==> config.mk <==
export PLATFORM = sky130hd
export DESIGN_NAME = dcp_io_arb
export DESIGN_NICKNAME = d
export VERILOG_FILES = /design/src/rtl/dcp_io_arb.sv
export SDC_FILE = /design/constraint.sdc
export NUM_CORES = 1
export LEC_CHECK = 0
export ABC_AREA = 0
export CORE_MARGIN = 2
export CORE_UTILIZATION = 40
export DETAILED_ROUTE_END_ITERATION = 10
export PLACE_DENSITY = 0.81
export SKIP_LAST_GASP = 1
export SLEW_MARGIN = 15
export SYNTH_ARGS = -nofsm -noshare
export SYNTH_HDL_FRONTEND = slang
export SYNTH_HIERARCHICAL = 1
export SYNTH_SLANG_ARGS = --single-unit
==> constraint.sdc <==
create_clock -name clk -period 2.2 [get_ports clk]
set_input_delay 0.55 -clock clk [delete_from_list [all_inputs] [get_ports clk]]
set_output_delay 0.55 -clock clk [all_outputs]
set_load 0.05 [all_outputs]
==> src/rtl/dcp_io_arb.sv <==
// Shared TX/RX unit arbiter for four command processors.
// Each channel is an independent round-robin arbiter with a grant watchdog.

module dcp_io_arb_chan #(
    parameter logic [15:0] TIMEOUT = 16'd50000
) (
    input  logic       clk,
    input  logic       rstn,
    input  logic [3:0] req_i,
    input  logic [3:0] type_i,
    input  logic       ack_i,
    output logic       req_o,
    output logic       type_o,
    output logic [3:0] ack_o,
    output logic [1:0] gnt_o,
    output logic       busy_o,
    output logic       err_o
);

    typedef enum logic [1:0] {ST_IDLE, ST_GRANT, ST_RELEASE} state_t;

    state_t      state_q, state_d;
    logic [1:0]  owner_q, owner_d;
    logic [1:0]  rrPtr_q, rrPtr_d;
    logic [15:0] wdog_q, wdog_d;
    logic        errTo_q, errTo_d;
    logic [1:0]  pick;

    // Descending scan so the requester closest to rrPtr_q wins.
    always_comb begin
        pick = rrPtr_q;
        for (int i = 3; i >= 0; i--) begin
            if (req_i[rrPtr_q + 2'(i)]) pick = rrPtr_q + 2'(i);
        end
    end

    always_comb begin
        state_d = state_q;
        owner_d = owner_q;
        rrPtr_d = rrPtr_q;
        wdog_d  = 16'd0;
        errTo_d = 1'b0;
        case (state_q)
            ST_IDLE: begin
                if (|req_i) begin
                    owner_d = pick;
                    state_d = ST_GRANT;
                end
            end
            ST_GRANT: begin
                wdog_d = wdog_q + 16'd1;
                // Ack has priority over both abandon and watchdog expiry.
                if (ack_i || !req_i[owner_q]) begin
                    state_d = ST_RELEASE;
                    rrPtr_d = owner_q + 2'd1;
                end else if (wdog_q == TIMEOUT - 16'd2) begin
                    state_d = ST_RELEASE;
                    rrPtr_d = owner_q + 2'd1;
                    errTo_d = 1'b1;
                end
            end
            ST_RELEASE: state_d = ST_IDLE;
            default:    state_d = ST_IDLE;
        endcase
    end

    always_ff @(posedge clk or negedge rstn) begin
        if (!rstn) begin
            state_q <= ST_IDLE;
            owner_q <= 2'd0;
            rrPtr_q <= 2'd0;
            wdog_q  <= 16'd0;
            errTo_q <= 1'b0;
        end else begin
            state_q <= state_d;
            owner_q <= owner_d;
            rrPtr_q <= rrPtr_d;
            wdog_q  <= wdog_d;
            errTo_q <= errTo_d;
        end
    end

    assign busy_o = (state_q == ST_GRANT);
    assign req_o  = busy_o & req_i[owner_q];
    assign type_o = busy_o & type_i[owner_q];
    assign ack_o  = (busy_o & ack_i) ? (4'b0001 << owner_q) : 4'b0000;
    assign gnt_o  = owner_q;
    assign err_o  = errTo_q;

endmodule

module dcp_io_arb #(
    parameter logic [15:0] TIMEOUT = 16'd50000
) (
    input  logic         clk,
    input  logic         rstn,
    input  logic [3:0]   req_tx_i,
    input  logic [3:0]   type_tx_i,
    input  logic [127:0] dout_i,
    output logic [3:0]   ack_tx_o,
    input  logic [3:0]   req_rx_i,
    input  logic [3:0]   type_rx_i,
    output logic [3:0]   ack_rx_o,
    output logic         req_tx,
    output logic         type_tx,
    output logic [31:0]  dout,
    input  logic         ack_tx,
    output logic         req_rx,
    output logic         type_rx,
    input  logic         ack_rx,
    output logic [1:0]   gnt_tx,
    output logic [1:0]   gnt_rx,
    output logic         busy_tx,
    output logic         busy_rx,
    output logic [1:0]   err_timeout
);

    logic errTx, errRx;

    dcp_io_arb_chan #(.TIMEOUT(TIMEOUT)) u_tx (
        .clk(clk), .rstn(rstn), .req_i(req_tx_i), .type_i(type_tx_i), .ack_i(ack_tx),
        .req_o(req_tx), .type_o(type_tx), .ack_o(ack_tx_o), .gnt_o(gnt_tx),
        .busy_o(busy_tx), .err_o(errTx)
    );

    dcp_io_arb_chan #(.TIMEOUT(TIMEOUT)) u_rx (
        .clk(clk), .rstn(rstn), .req_i(req_rx_i), .type_i(type_rx_i), .ack_i(ack_rx),
        .req_o(req_rx), .type_o(type_rx), .ack_o(ack_rx_o), .gnt_o(gnt_rx),
        .busy_o(busy_rx), .err_o(errRx)
    );

    assign dout        = busy_tx ? dout_i[{gnt_tx, 5'd0} +: 32] : 32'd0;
    assign err_timeout = {errRx, errTx};

endmodule

==> impl_metrics.json <==
{
  "initial_core_util_pct": 40.67,
  "cts_buffers": 5,
  "setup_ws_ns": -0.1637,
  "drc": 0,
  "synth_cell_types": 42,
  "cp-end-kind": "output pin",
  "status": "complete, but fails checks",
  "drive_gt1_share_pct": 27.82,
  "final_common_cell": "clkdlybuf4s50_1",
  "timing.fmax_ghz": 0.4231,
  "syn_nets": 539,
  "gpl.final_weighted_congestion": 0.8698,
  "area_growth_pct": 87.64,
  "grt_pass1_vias": 3826,
  "grt_setup_unrepaired": "true",
  "grt_first_pass_wirelength_mm": 20.32,
  "avgSynthCellArea_um2": 9.775,
  "hold_viol": 0,
  "viasPerCell": 5.423,
  "synth_area_mm2": 0.003705,
  "power_per_cell_area_mw_per_mm2": 1200,
  "core_mm2": 0.009109,
  "wire_per_inst_um": 19.49,
  "grt_usage_pct": 25.86,
  "port_buffers": 199,
  "cts_tree": "done",
  "via_count": 3926,
  "wl_mm": 14.11,
  "failed_checks": "negative setup slack",
  "fin_crit_sh_pct": 107.4,
  "dr.pass1.iters": 4,
  "fin_util_pct": 76.32,
  "drt_iter0_markers": 155,
  "die-area_mm2": 0.01005,
  "synth_top_cell_by_area": "dfrtp_1",
  "cts_root_buffer": "clkbuf_8",
  "multi_input_area_mm2": 0.002773,
  "clkLatencyLatePin_ns": 0.30,
  "ir_drop_v": 0.0007082,
  "min_path_type": "input port to asynchronous set/reset pin",
  "clkTransAtPathRegs_ns": 0.08,
  "synth_edf_count": 0,
  "synth_top_area_share_pct": 31.07,
  "arrival_ns": 1.81,
  "htree_levels": 2,
  "detail-route-antenna-nets": 0,
  "finalPower_w": 0.008344,
  "die_w_um": 100.2,
  "antenna_found_initial": 2,
  "worst_pin_slew_ns": 0.5800,
  "report.final.slew_viol_count": 0,
  "clock_path_buffers": 2,
  "seqCellArea_mm2": 0.001157,
  "worstPathRequired_ns": 1.65,
  "setup_tns_ns": -4.078,
  "leakage_nw": 2.878,
  "cts_sinks": 46,
  "place_area_mm2": 0.006465,
  "skew_ns": 0.006586,
  "path_max_fanout": 10,
  "synthFlopType": "dfrtp_1",
  "yosysWarnings": 6,
  "pin_count": 200,
  "synth-seq-cells": 46,
  "dpl.hpwl_mm": 10.75,
  "cp-start-kind": "register",
  "most-common-layout-cells": "clkdlybuf4s50_1 (132), mux2i_1 (66), dfrtp_1 (43)",
  "fin_area_mm2": 0.006952,
  "finalCriticalPeriod_ns": 2.364,
  "num_rows": 35,
  "critical_path_class": "register to output pin",
  "setup_violations": 35,
  "die_h_um": 100.2,
  "maxSlewHeadroom_pct": 61.34,
  "synth-seq-area-share_pct": 31.07,
  "grt-ovfl-total": 0,
  "async_flop_share_pct": 100.0,
  "nets": 770,
  "grt_max_degree": 26,
  "postSynthCellCount": 379,
  "maxCapViolations": 0,
  "fillers": 602,
  "synth_area_leaders": "dfrtp_1 (31%), mux2i_1 (18%), o22ai_1 (5.7%)"
}
-- cell type report --
type                    count  share of cell area, %
well taps                 111                  1.998
diodes                      2                0.07199
inverters                  22                  1.242
clock inverters             1                0.07199
flip-flops and latches     46                  16.65
clock buffers               7                  1.242
repair buffers            243                  38.84
multi-input cells         292                  39.88
-- Yosys cell counts (4+ instances only) --
cell type / number
mux2i_1: 66
dfrtp_1: 46
o22ai_1: 34
nor2_1: 30
inv_1: 22
nand2_1: 21
xnor2_1: 20
nand3_1: 14
ha_1: 12
a21oi_1: 10
and3_1: 10
o21ai_0: 10
nor3_1: 6
nor4_1: 6
or3_1: 6
buf_4: 5
a22oi_1: 4
nand2b_1: 4
nand4_1: 4
nor4_2: 4
-- critical path: stages (launching register included) --
cell and delay [ns]:
dfrtp_1 0.39, nand2b_4 0.15, clkinvlp_4 0.06, or2b_4 0.33
clkbuf_16 0.22, o22ai_4 0.17, buf_6 0.18
-- power by group --
group	internal, W	switching, W
Combinational	0.00296	0.00361
Clock	0.000254	0.000279
Sequential	0.00100	0.000233
Total	0.00422	0.00413
-- final timing paths --
check	from	end	slack, ns	cells past startpoint
worst max-delay path	u_tx/state_q[1]	dout[16]	-0.16	6
worst min-delay path	rstn	u_rx/err_o	0.24	1
worst max register to register	u_tx/gnt_o[1]	u_tx/rrPtr_q[1]	0.33	5
worst min register to register	u_tx/wdog_q[0]	u_tx/wdog_q[0]	0.53	1
max in group asynchronous	rstn	u_tx/gnt_o[1]	1.42	2
min in group clk	u_tx/wdog_q[0]	u_tx/wdog_q[0]	0.53	1
-- layer usage --
layer / track usage [%] / vias up / share of wire, %
li1: - / 1860 / -
met1: 30.93 / 1899 / 37
met2: 48.48 / 150 / 55
met3: 4.526 / 17 / 6.4
met4: 5.163 / 0 / 1.7
met5: 0 / - / 0
-- timing repair --
item	CTS	global route
endpoints found under the setup margin	39	39
gates resized for setup	52	22
cloned	1	4
pin swaps	3	2
hold buffers	0	0
setup buffers	4	4
-- logic make-up after synthesis --
group                      synth area share [%]
muxes                                     21.28
adders and majority gates                 4.053
xor gates and xnor gates                  5.201
buffers and inverters                     7.160
DFF                                       31.07
and+or+nand+nor                           18.81
AOI/OAI and AO/OA                         12.43
-- metrics by stage --
stage	setup slack, ns	std cells	hold slack (ns)
after floorplan	-0.09954	379	0.2544
after global placement	-0.2322	701	0.4935
after detailed placement	-0.2505	701	0.5209
after CTS	-0.1784	714	0.2535
after global routing	-0.2227	724	0.2628
final	-0.1637	724	0.2383
-- flip-flops by register name (all words and copies together) (netlist names) --
name / count
u_tx/gnt_o: 2
u_tx/wdog_q: 16
u_tx/err_o: 1
u_rx/err_o: 1
u_rx/wdog_q: 16
u_tx/state_q: 2
u_tx/rrPtr_q: 2
u_rx/state_q: 2
u_rx/gnt_o: 2
u_rx/rrPtr_q: 2
(Power assumes the default switching activity.)
